## src/rtl/display_pkg.sv

```systemverilog
`default_nettype none
// ============================================================================
// Package     : display_pkg
// Description : Shared constants and types for the card-map display path:
//               map geometry, card-code range, arbiter FSM states and
//               requester identifiers.
// Revision    : 1.0 - initial release
// ============================================================================
package display_pkg;

  localparam int ROWS       = 8;
  localparam int COLS       = 18;
  localparam int CARD_W     = 6;
  localparam int NUM_POS    = ROWS * COLS;
  localparam int EMPTY_CODE = 63;
  // Valid card codes are 0 .. CARD_LIMIT-1.
  localparam int CARD_LIMIT = 54;

  typedef enum logic [1:0] {
    ST_IDLE  = 2'd0,
    ST_ACK   = 2'd1,
    ST_CLEAR = 2'd2
  } state_t;

  typedef enum logic {
    REQ_LOC = 1'b0,
    REQ_REM = 1'b1
  } req_id_t;

endpackage
`default_nettype wire

```

## src/rtl/rr_arbiter2.sv

```systemverilog
`default_nettype none
// ============================================================================
// Module      : rr_arbiter2
// Description : Two-input round-robin arbiter. Grant is combinational; the
//               last-grant register advances only when update_i confirms
//               that the offered grant was taken.
// Ports       : clk, rst (async active-low)
//               req_loc_i / req_rem_i : request levels
//               update_i              : grant consumed this cycle
//               gnt_valid_o, gnt_id_o : offered grant
// Revision    : 1.0 - initial release
// ============================================================================
module rr_arbiter2
  import display_pkg::*;
(
  input  logic    clk,
  input  logic    rst,
  input  logic    req_loc_i,
  input  logic    req_rem_i,
  input  logic    update_i,
  output logic    gnt_valid_o,
  output req_id_t gnt_id_o
);

  req_id_t last_q;

  always_ff @(posedge clk or negedge rst) begin
    if (!rst) begin
      // Starting from REM makes LOC win the first tie.
      last_q <= REQ_REM;
    end else if (update_i && gnt_valid_o) begin
      last_q <= gnt_id_o;
    end
  end

  always_comb begin
    gnt_valid_o = req_loc_i | req_rem_i;
    gnt_id_o    = REQ_LOC;
    if (req_loc_i && req_rem_i) begin
      gnt_id_o = (last_q == REQ_LOC) ? REQ_REM : REQ_LOC;
    end else if (req_rem_i) begin
      gnt_id_o = REQ_REM;
    end
  end

endmodule
`default_nettype wire

```

## src/rtl/map_write_arbiter.sv

```systemverilog
`default_nettype none
// ============================================================================
// Module      : map_write_arbiter
// Description : Owns the card map and selection mask. Arbitrates the single
//               map write port between the local game FSM and the interboard
//               receiver (round robin, req/ack), sequences full-map clears
//               one entry per cycle and applies local selection toggles.
// Ports       : clk, rst (async active-low)
//               loc_req/loc_pos/loc_card -> loc_ack   local write handshake
//               rem_req/rem_pos/rem_card -> rem_ack   interboard write
//               clr_req -> busy, clr_done             full-map clear
//               tog_req/tog_pos                       selection toggle
//               err_pos                               out-of-range write
//               map, sel_card                         flat display buses
// Revision    : 1.0 - initial release
// ============================================================================
module map_write_arbiter
  import display_pkg::*;
#(
  parameter int ROWS       = display_pkg::ROWS,
  parameter int COLS       = display_pkg::COLS,
  parameter int CARD_W     = display_pkg::CARD_W,
  parameter int EMPTY_CODE = display_pkg::EMPTY_CODE
) (
  input  logic                        clk,
  input  logic                        rst,
  input  logic                        loc_req,
  input  logic [7:0]                  loc_pos,
  input  logic [CARD_W-1:0]           loc_card,
  output logic                        loc_ack,
  input  logic                        rem_req,
  input  logic [7:0]                  rem_pos,
  input  logic [CARD_W-1:0]           rem_card,
  output logic                        rem_ack,
  input  logic                        clr_req,
  output logic                        clr_done,
  input  logic                        tog_req,
  input  logic [7:0]                  tog_pos,
  output logic                        busy,
  output logic                        err_pos,
  output logic [ROWS*COLS*CARD_W-1:0] map,
  output logic [ROWS*COLS-1:0]        sel_card
);

  localparam int                c_NUM   = ROWS * COLS;
  localparam int                c_MAP_W = c_NUM * CARD_W;
  localparam int                c_IW    = $clog2(c_MAP_W);
  localparam logic [7:0]        c_NUM8  = 8'(c_NUM);
  localparam logic [7:0]        c_LAST8 = 8'(c_NUM - 1);
  localparam logic [CARD_W-1:0] c_EMPTY = CARD_W'(EMPTY_CODE);

  state_t               state_q, state_d;
  logic [7:0]           cnt_q, cnt_d;
  logic                 clr_pend_q, clr_pend_d;
  logic [c_MAP_W-1:0]   map_q, map_d;
  logic [c_NUM-1:0]     sel_q, sel_d;
  logic                 loc_ack_q, loc_ack_d;
  logic                 rem_ack_q, rem_ack_d;
  logic                 clr_done_q, clr_done_d;
  logic                 busy_q, busy_d;
  logic                 err_q, err_d;

  logic                 w_gnt_valid;
  req_id_t              w_gnt_id;
  logic                 w_gnt_take;
  logic [7:0]           w_pos;
  logic [CARD_W-1:0]    w_card;
  logic [c_IW-1:0]      w_wr_base;
  logic [c_IW-1:0]      w_clr_base;

  // Grants are only consumed in IDLE when no clear is waiting.
  assign w_gnt_take = (state_q == ST_IDLE) && !clr_pend_q && w_gnt_valid;

  rr_arbiter2 u_arb (
    .clk         (clk),
    .rst         (rst),
    .req_loc_i   (loc_req),
    .req_rem_i   (rem_req),
    .update_i    (w_gnt_take),
    .gnt_valid_o (w_gnt_valid),
    .gnt_id_o    (w_gnt_id)
  );

  assign w_pos      = (w_gnt_id == REQ_LOC) ? loc_pos  : rem_pos;
  assign w_card     = (w_gnt_id == REQ_LOC) ? loc_card : rem_card;
  assign w_wr_base  = c_IW'(w_pos) * c_IW'(CARD_W);
  assign w_clr_base = c_IW'(cnt_q) * c_IW'(CARD_W);

  always_ff @(posedge clk or negedge rst) begin
    if (!rst) begin
      state_q    <= ST_IDLE;
      cnt_q      <= 8'd0;
      clr_pend_q <= 1'b0;
      map_q      <= {c_NUM{c_EMPTY}};
      sel_q      <= '0;
      loc_ack_q  <= 1'b0;
      rem_ack_q  <= 1'b0;
      clr_done_q <= 1'b0;
      busy_q     <= 1'b0;
      err_q      <= 1'b0;
    end else begin
      state_q    <= state_d;
      cnt_q      <= cnt_d;
      clr_pend_q <= clr_pend_d;
      map_q      <= map_d;
      sel_q      <= sel_d;
      loc_ack_q  <= loc_ack_d;
      rem_ack_q  <= rem_ack_d;
      clr_done_q <= clr_done_d;
      busy_q     <= busy_d;
      err_q      <= err_d;
    end
  end

  always_comb begin
    state_d    = state_q;
    cnt_d      = cnt_q;
    map_d      = map_q;
    sel_d      = sel_q;
    busy_d     = busy_q;
    loc_ack_d  = 1'b0;
    rem_ack_d  = 1'b0;
    clr_done_d = 1'b0;
    err_d      = 1'b0;
    // A clear request arriving during CLEAR merges into the running clear.
    clr_pend_d = clr_pend_q | (clr_req && (state_q != ST_CLEAR));

    // Toggle is applied first so that a same-edge granted write overrides it.
    if (tog_req && (state_q != ST_CLEAR) && (tog_pos < c_NUM8)) begin
      sel_d[tog_pos] = ~sel_q[tog_pos];
    end

    unique case (state_q)
      ST_IDLE: begin
        if (clr_pend_q) begin
          state_d    = ST_CLEAR;
          cnt_d      = 8'd0;
          busy_d     = 1'b1;
          clr_pend_d = 1'b0;
        end else if (w_gnt_valid) begin
          if (w_pos < c_NUM8) begin
            map_d[w_wr_base +: CARD_W] = w_card;
            sel_d[w_pos]               = 1'b0;
          end else begin
            err_d = 1'b1;
          end
          loc_ack_d = (w_gnt_id == REQ_LOC);
          rem_ack_d = (w_gnt_id == REQ_REM);
          state_d   = ST_ACK;
        end
      end

      ST_ACK: begin
        state_d = ST_IDLE;
      end

      ST_CLEAR: begin
        map_d[w_clr_base +: CARD_W] = c_EMPTY;
        sel_d[cnt_q]                = 1'b0;
        cnt_d                       = cnt_q + 8'd1;
        if (cnt_q == c_LAST8) begin
          busy_d     = 1'b0;
          clr_done_d = 1'b1;
          state_d    = ST_IDLE;
        end
      end

      default: begin
        state_d = ST_IDLE;
      end
    endcase
  end

  assign loc_ack  = loc_ack_q;
  assign rem_ack  = rem_ack_q;
  assign clr_done = clr_done_q;
  assign busy     = busy_q;
  assign err_pos  = err_q;
  assign map      = map_q;
  assign sel_card = sel_q;

endmodule
`default_nettype wire

```

## config.mk

```make
export PLATFORM = sky130hd
export DESIGN_NAME = map_write_arbiter
export DESIGN_NICKNAME = d
export VERILOG_FILES = /design/src/rtl/display_pkg.sv /design/src/rtl/rr_arbiter2.sv /design/src/rtl/map_write_arbiter.sv
export SDC_FILE = /design/constraint.sdc
export NUM_CORES = 2
export LEC_CHECK = 0
export BUFFER_PORTS_ARGS = -buffer_cell sky130_fd_sc_hd__buf_4
export CAP_MARGIN = 30
export CORE_AREA = 2 2 408 410
export CTS_CLUSTER_DIAMETER = 150
export DETAILED_ROUTE_END_ITERATION = 10
export DIE_AREA = 0 0 410 412
export PLACE_DENSITY = 0.65
export RECOVER_POWER = 50
export SLEW_MARGIN = 25
export SYNTH_ARGS = -nofsm -noshare
export SYNTH_HDL_FRONTEND = slang
export SYNTH_SLANG_ARGS = --single-unit
```

## constraint.sdc

```tcl
create_clock -name clk -period 4.7 [get_ports clk]
set_clock_uncertainty 0.05 [all_clocks]
set_input_delay 0.705 -clock clk [delete_from_list [all_inputs] [get_ports clk]]
set_output_delay 0.705 -clock clk [all_outputs]
set_load 0.01 [all_outputs]
```

# Word level (Yosys, flattened, before mapping)
# Index checks and enable logic that the tools add are counted.
# word_totals
wordCells	110
reg_bits	1025
inputBits	42
# op_classes
n_bitwise	8
mul	2
reduce_logical	17
n_shift	4
add_sub_neg	3
magnitude_cmp	8
eq_ne	9
muxes	48
# op_table
cell	n
$mux 864	3
$bwmux 864	2
$pmux 864 s2	1
$shift 6x12->864 const A	2
$shiftx 6x12->864	1
$shiftx 6x12->864 const A	1
$mux 144	4
$and 144x144->144	2
$not 144->144	2
$pmux 144 s2	1
$bwmux 144	1
$lt 8x9->1 const B	3
$demux 1 s8	3
$ge 8x1->1 const B	3
$neg 10->12	2
$mux 1	23
$mul 8x2->9 const B	2
$lt 8x8->1 const B	2
$mux 8	2
$pmux 8 s2	1
$logic_and 1x1->1	10
$add 8x1->8 const B	1
$bmux 1 s8	1
$eq 8x8->1 const B	1
16 further kinds	25

# Logic depth before layout (Yosys ltp)
# logic_depth
depth_word	13
ltp_mapped	21

# Cells and area by module
# Synthesis repeated with hierarchy kept, for this count alone.
# hier_totals
hier_cells	5798
hier_area_um2	55557.0
# modules_own_cells
mod	cells_per_inst	n_inst	area_each_um2
map_write_arbiter	5793	1	55505.7
rr_arbiter2	5	1	51.3

# Worst setup path before layout
# Ideal clock, no wire load.
# synth_path
path_type	input port to flip-flop
start	input port rem_req
end	register map_q[714], in the netlist map[714]
slack_ns	-0.804
t_arrival_ns	5.371
required_ns	4.568
path_buffers	3
cell_stages	16
cell_sequence	a21boi_2 buf_4 mux2_2 clkbuf_1 clkbuf_1 ha_1 fa_1 a211o_1 and3_1 a2111oi_4 o21ai_2 nor2_2 mux2i_1 nor2_1 a22oi_1 mux2_2
# synth_via
elab_chain_len	11
# synth_lines
element	line	source
start: declaration	map_write_arbiter.sv:31	input logic rem_req,
$mux 1 or $logic_and 1x1->1 (tied branches)	rr_arbiter2.sv:41, rr_arbiter2.sv:39	
$mux 1	rr_arbiter2.sv:39	if (req_loc_i && req_rem_i) begin
$mux 8	map_write_arbiter.sv:84	assign w_pos = (w_gnt_id == REQ_LOC) ? loc_pos : rem_pos;
$mul 8x2->9	map_write_arbiter.sv:86	assign w_wr_base = c_IW'(w_pos) * c_IW'(CARD_W);
$neg 10->12	map_write_arbiter.sv:142	map_d[w_wr_base +: CARD_W] = w_card;
$shiftx 6x12->864 or $shift 6x12->864 (tied branches)	map_write_arbiter.sv:142	
$bwmux 864	map_write_arbiter.sv:142	
$mux 864	map_write_arbiter.sv:141	if (w_pos < c_NUM8) begin
$mux 864	map_write_arbiter.sv:140	end else if (w_gnt_valid) begin
$mux 864	map_write_arbiter.sv:135	if (clr_pend_q) begin
$pmux 864 s2	map_write_arbiter.sv:133	unique case (state_q)
end signal: assignment	map_write_arbiter.sv:94	map_q <= {c_NUM{c_EMPTY}};
end signal: assignment	map_write_arbiter.sv:105	map_q <= map_d;
end: declaration	map_write_arbiter.sv:55	logic [c_MAP_W-1:0] map_q, map_d;
# Several ways; a longest one is shown, not always the timed one. The select of a mux whose other input is x is not followed.
# A chain may end at the register's enable or synchronous reset.

# Worst setup path after layout
# layout_path
start	register u_arb.last_q
end	register map_q[412], in the netlist map[412]
# layout_via
elab_chain_len	11
# layout_lines
element	line	source
start: declaration	rr_arbiter2.sv:25	req_id_t last_q;
start signal: assignment	rr_arbiter2.sv:32	last_q <= gnt_id_o;
$mux 1 (*)	rr_arbiter2.sv:40	gnt_id_o = (last_q == REQ_LOC) ? REQ_REM : REQ_LOC;
$mux 1 (*)	rr_arbiter2.sv:39	
$mux 8	map_write_arbiter.sv:84	
$mul 8x2->9	map_write_arbiter.sv:86	
$neg 10->12	map_write_arbiter.sv:142	
$shiftx 6x12->864 or $shift 6x12->864 (tied branches)	map_write_arbiter.sv:142	
$bwmux 864	map_write_arbiter.sv:142	
$mux 864	map_write_arbiter.sv:141	
$mux 864	map_write_arbiter.sv:140	
$mux 864	map_write_arbiter.sv:135	
$pmux 864 s2	map_write_arbiter.sv:133	
# Every way passes the cells marked *; elsewhere a longest branch is shown, timed or not. The select of a mux whose other input is x is not followed.

==> impl_results.md <==
- Clk network pwr share: 17.1%
- R2R Setup Slk: -0.05 ns
- IO Port Bufs: 1,054
- Yosys top cell area share: 41.16%
- Total wire length: 409,100 um
- Share of cells above drive strength 1: 47.57%
- Critical path launch point type: flop
- Cell Area, Synth: 55,220 um^2
- Reg power frac: 26.9%
- CP Cell Sequence: a21boi_4 > buf_6 > mux2_4 > ha_4 > fa_2 > buf_4 > xor2_1 > or2_4 > a2111oi_4 > buf_4 > o21ai_4 > buf_6 > o211ai_4 > o2111ai_4 > buf_4 > clkbuf_16 > nor3_1 > buf_4 > nand3_1 > o21ai_0
- Fin area: 81,830 um^2
- WL/cell: 40.61 um
- Crit Path Class: reg2reg
- Combinational share of power: 55.9%
- Seq/Total Area, Yosys: 48.41%
- Post-DP Area: 76,410 um^2
- Core area: 164,200 um^2
- Sw Ratio: 48.92%
- Crit. End Element: flop
- Netlist cell types: 101
- Least-Margin Pin Slew: 2.970 ns
- Max clock buf depth: 3
- RePlAce Congestion: 1.075
- Post-DP HPWL: 322,400 um
- Root Buffer: clkbuf_16
- P_leak: 33.73 nW
- RSZ-0062 raised after global routing: yes
- Asr flop ratio synth: 100.0%
- Internal power: 0.03108 W
- Status: finished, violations left
- Required @ worst endpoint: 5.39 ns
- EDFF count, synth: 0
- Clk slew on worst S/H paths: 0.06 ns
- Num rows: 149
- Drt pass-1 iters: 9
- FMAX: 0.2107 GHz
- Synth cell count leaders: dfstp_2, nor2_1, nand2_1, a21oi_1, clkbuf_1
- Congestion Overflow GR: 0
- Die width: 410 um
- Worst reg2reg path startpoint: u_arb.last_q$_DFFE_PN1P_
- Area of the die: 168,900 um^2
- Vias in the first global route: 62,628
- Clock sink count: 1,025
- I/O pin total: 1,055
- Largest area contributor in the netlist: dfstp_2
- Reg2reg end: map[412]$_DFFE_PN1P_
- Final hold vios: 0
- WP data arrival: 5.44 ns
- Final WS setup: -0.04514 ns
- Switching pwr: 0.02977 W
- Rel. slew slack: -98.03%
- Drt first-iter violations: 9,313
- Synth top area cells: dfstp_2, dfrtp_1, mux2i_1
- Largest net degree at the start of global routing: 129
- Post-Synthesis Cells: 5,694
- Most frequent cell after synthesis: dfstp_2
- CTS tree: built
- Top cell by count, worst path: buf_4
- Hold Path Class: in2reg
- Total Nets Final: 7,862
- PD cells: 743.6 nW/um^2
- Pre-CTS setup slack: -0.8708 ns
- Critical-path maximum fanout: 5
- Slowest CP cell: dfstp_2
- Area grow syn2layout: 48.18%
- Path depth of the worst reg2reg path: 20
- Initial antenna violation count: 26
- Detailed-route DRC error count: 0
- Failing checks: max-capacitance violations, max-slew violations, negative setup slack
- DR vias: 65,407
- Final period util: 101.0%
- Slew Limit Fails: 522
- Min-delay src: clr_req
- Total Routing Usage GR: 46.33%
- VDD IR max: 0.0004339 V
- Net Count, Synth: 5,778
- H-tree levels: 3
- CTS Buf Count: 116
- First-pass GRT wire length: 539,900 um
- Worst Hold Endpoint: clr_pend_q$_DFF_PN0_
- Syn_area_per_cell: 9.698 um^2
- Initial Utilization: 33.62%
- Clk Latency, worst-skew pair: 0.80 ns
- ANT nets after route: 0
- WHS Path Cells: 2
- Tmin final: 4.745 ns
- Syn. warnings: 0
- Via density: 6.493
- Final setup fails: 10
- Chip height: 412 um
- CP max stage delay: 0.39 ns
- Main synth FF type: dfstp_2
- Max-cap violations: 6
- Synthesis-stage register bit count: 1,025
metrics by stage:
step	utilization, %	std cells	TNS, ns	hold WS (ns)	power (W)
floorplan	-	5694	-74.29	0.3594	0.02626
global placement	46.52	9788	-326.98	0.4117	0.04747
detailed placement	46.52	9789	-340.91	0.4201	0.04753
CTS	49.28	10012	0	0.1320	0.05822
global route	49.82	10071	-1.742	0.1579	0.06112
finish	49.82	10074	-0.2228	0.1669	0.06084
area by class of cell:
type	instances	area (um^2)
Antenna cell	6	15.01
Clock buffer	155	3344
Clock inverter	64	964.7
Fill cell	15446	82420
Inverter	32	120.1
Multi-Input combinational cell	4222	28510
Sequential cell	1025	26730
Tap cell	2189	2739
Timing Repair Buffer	2381	19400
worst max-delay path: cells and delay by family, from the launching register on:
family / cells / cell delay, ns
AOI/OAI and AO/OA: 6 / 1.30
buffers and inverters: 7 / 1.26
adders and majority gates: 2 / 0.53
and+or+nand+nor: 3 / 0.70
DFF: 1 / 0.39
xor gates and xnor gates: 1 / 0.17
muxes: 1 / 0.33
flip-flops by register name, summed over array words and instances, names as in the netlist, 2 cells and up:
signal    count
cnt_q         8
map         864
sel_card    144
state_q       2
placed cells by master, fill, tap and decap left out, types with 22 or more instances in the layout:
master and n:
a211oi_1 124, a21o_1 31, a21oi_1 469, a21oi_2 30, a221oi_1 61, a22oi_1 24, a2bb2oi_1 138, a311oi_1 44
a31oi_1 120, a32oi_1 28, and2_1 29, and3_1 35, buf_12 148, buf_4 2071, clkbuf_1 139, clkbuf_16 125
clkinv_2 25, dfrtp_1 160, dfstp_2 865, ha_1 37, inv_1 30, mux2i_1 269, mux4_2 46, nand2_1 538
nand3_1 209, nand4_1 72, nor2_1 575, nor2_2 43, nor2_4 25, nor3_1 138, nor3_2 30, o211ai_1 30
o21a_1 24, o21ai_0 162, o21ai_1 39, o22a_1 86, o22ai_1 172, o22ai_2 22, o32a_1 101, or3_1 23
how the worst max path moves through the flow:
stage / start / to / cells after the start
CTS: u_arb.last_q$_DFFE_PN1P_ / map[416]$_DFFE_PN1P_ / 17
finish: u_arb.last_q$_DFFE_PN1P_ / map[412]$_DFFE_PN1P_ / 20
global placement: loc_req / map[311]$_DFFE_PN1P_ / 18
global route: u_arb.last_q$_DFFE_PN1P_ / map[404]$_DFFE_PN1P_ / 20
floorplan: rem_req / map[588]$_DFFE_PN1P_ / 18
detailed placement: loc_req / map[822]$_DFFE_PN1P_ / 18
repair_timing:
item	CTS	global route
cloned	0	4
gates resized for setup	40	203
hold buffers	1	0
setup buffers	3	50
endpoints found under the hold margin	31	0
pin swaps	6	43
setup endpoints to repair	215	500
layer usage:
layer | part of all wire (%) | track usage (%)
met1 | 36 | 56.38
met2 | 42 | 67.09
met3 | 12 | 14.76
met4 | 10 | 37.73
met5 | 0.099 | 0.4240
cells by family (layout without fill, tap and decap cells):
kind of cell | after synthesis | count (layout) | share of synthesized area [%]
compound gates | 1943 | 1943 | 24.48
xor+xnor | 34 | 34 | 0.6435
buf+inv | 447 | 2632 | 3.304
simple gates | 1869 | 1869 | 15.03
flops | 1025 | 1025 | 48.41
fa+ha+maj | 42 | 42 | 0.9789
other cells | 0 | 6 | 0
mux | 334 | 334 | 7.153
power by group through the flow:
stage               clock network [W]  registers, W  logic, W
CTS                            0.0104        0.0161    0.0317
floorplan                           0        0.0156    0.0106
global placement                    0        0.0162    0.0313
finish                         0.0104        0.0164    0.0340
detailed placement                  0        0.0161    0.0314
global route                   0.0108        0.0163    0.0340
(Power assumes the default switching activity.)
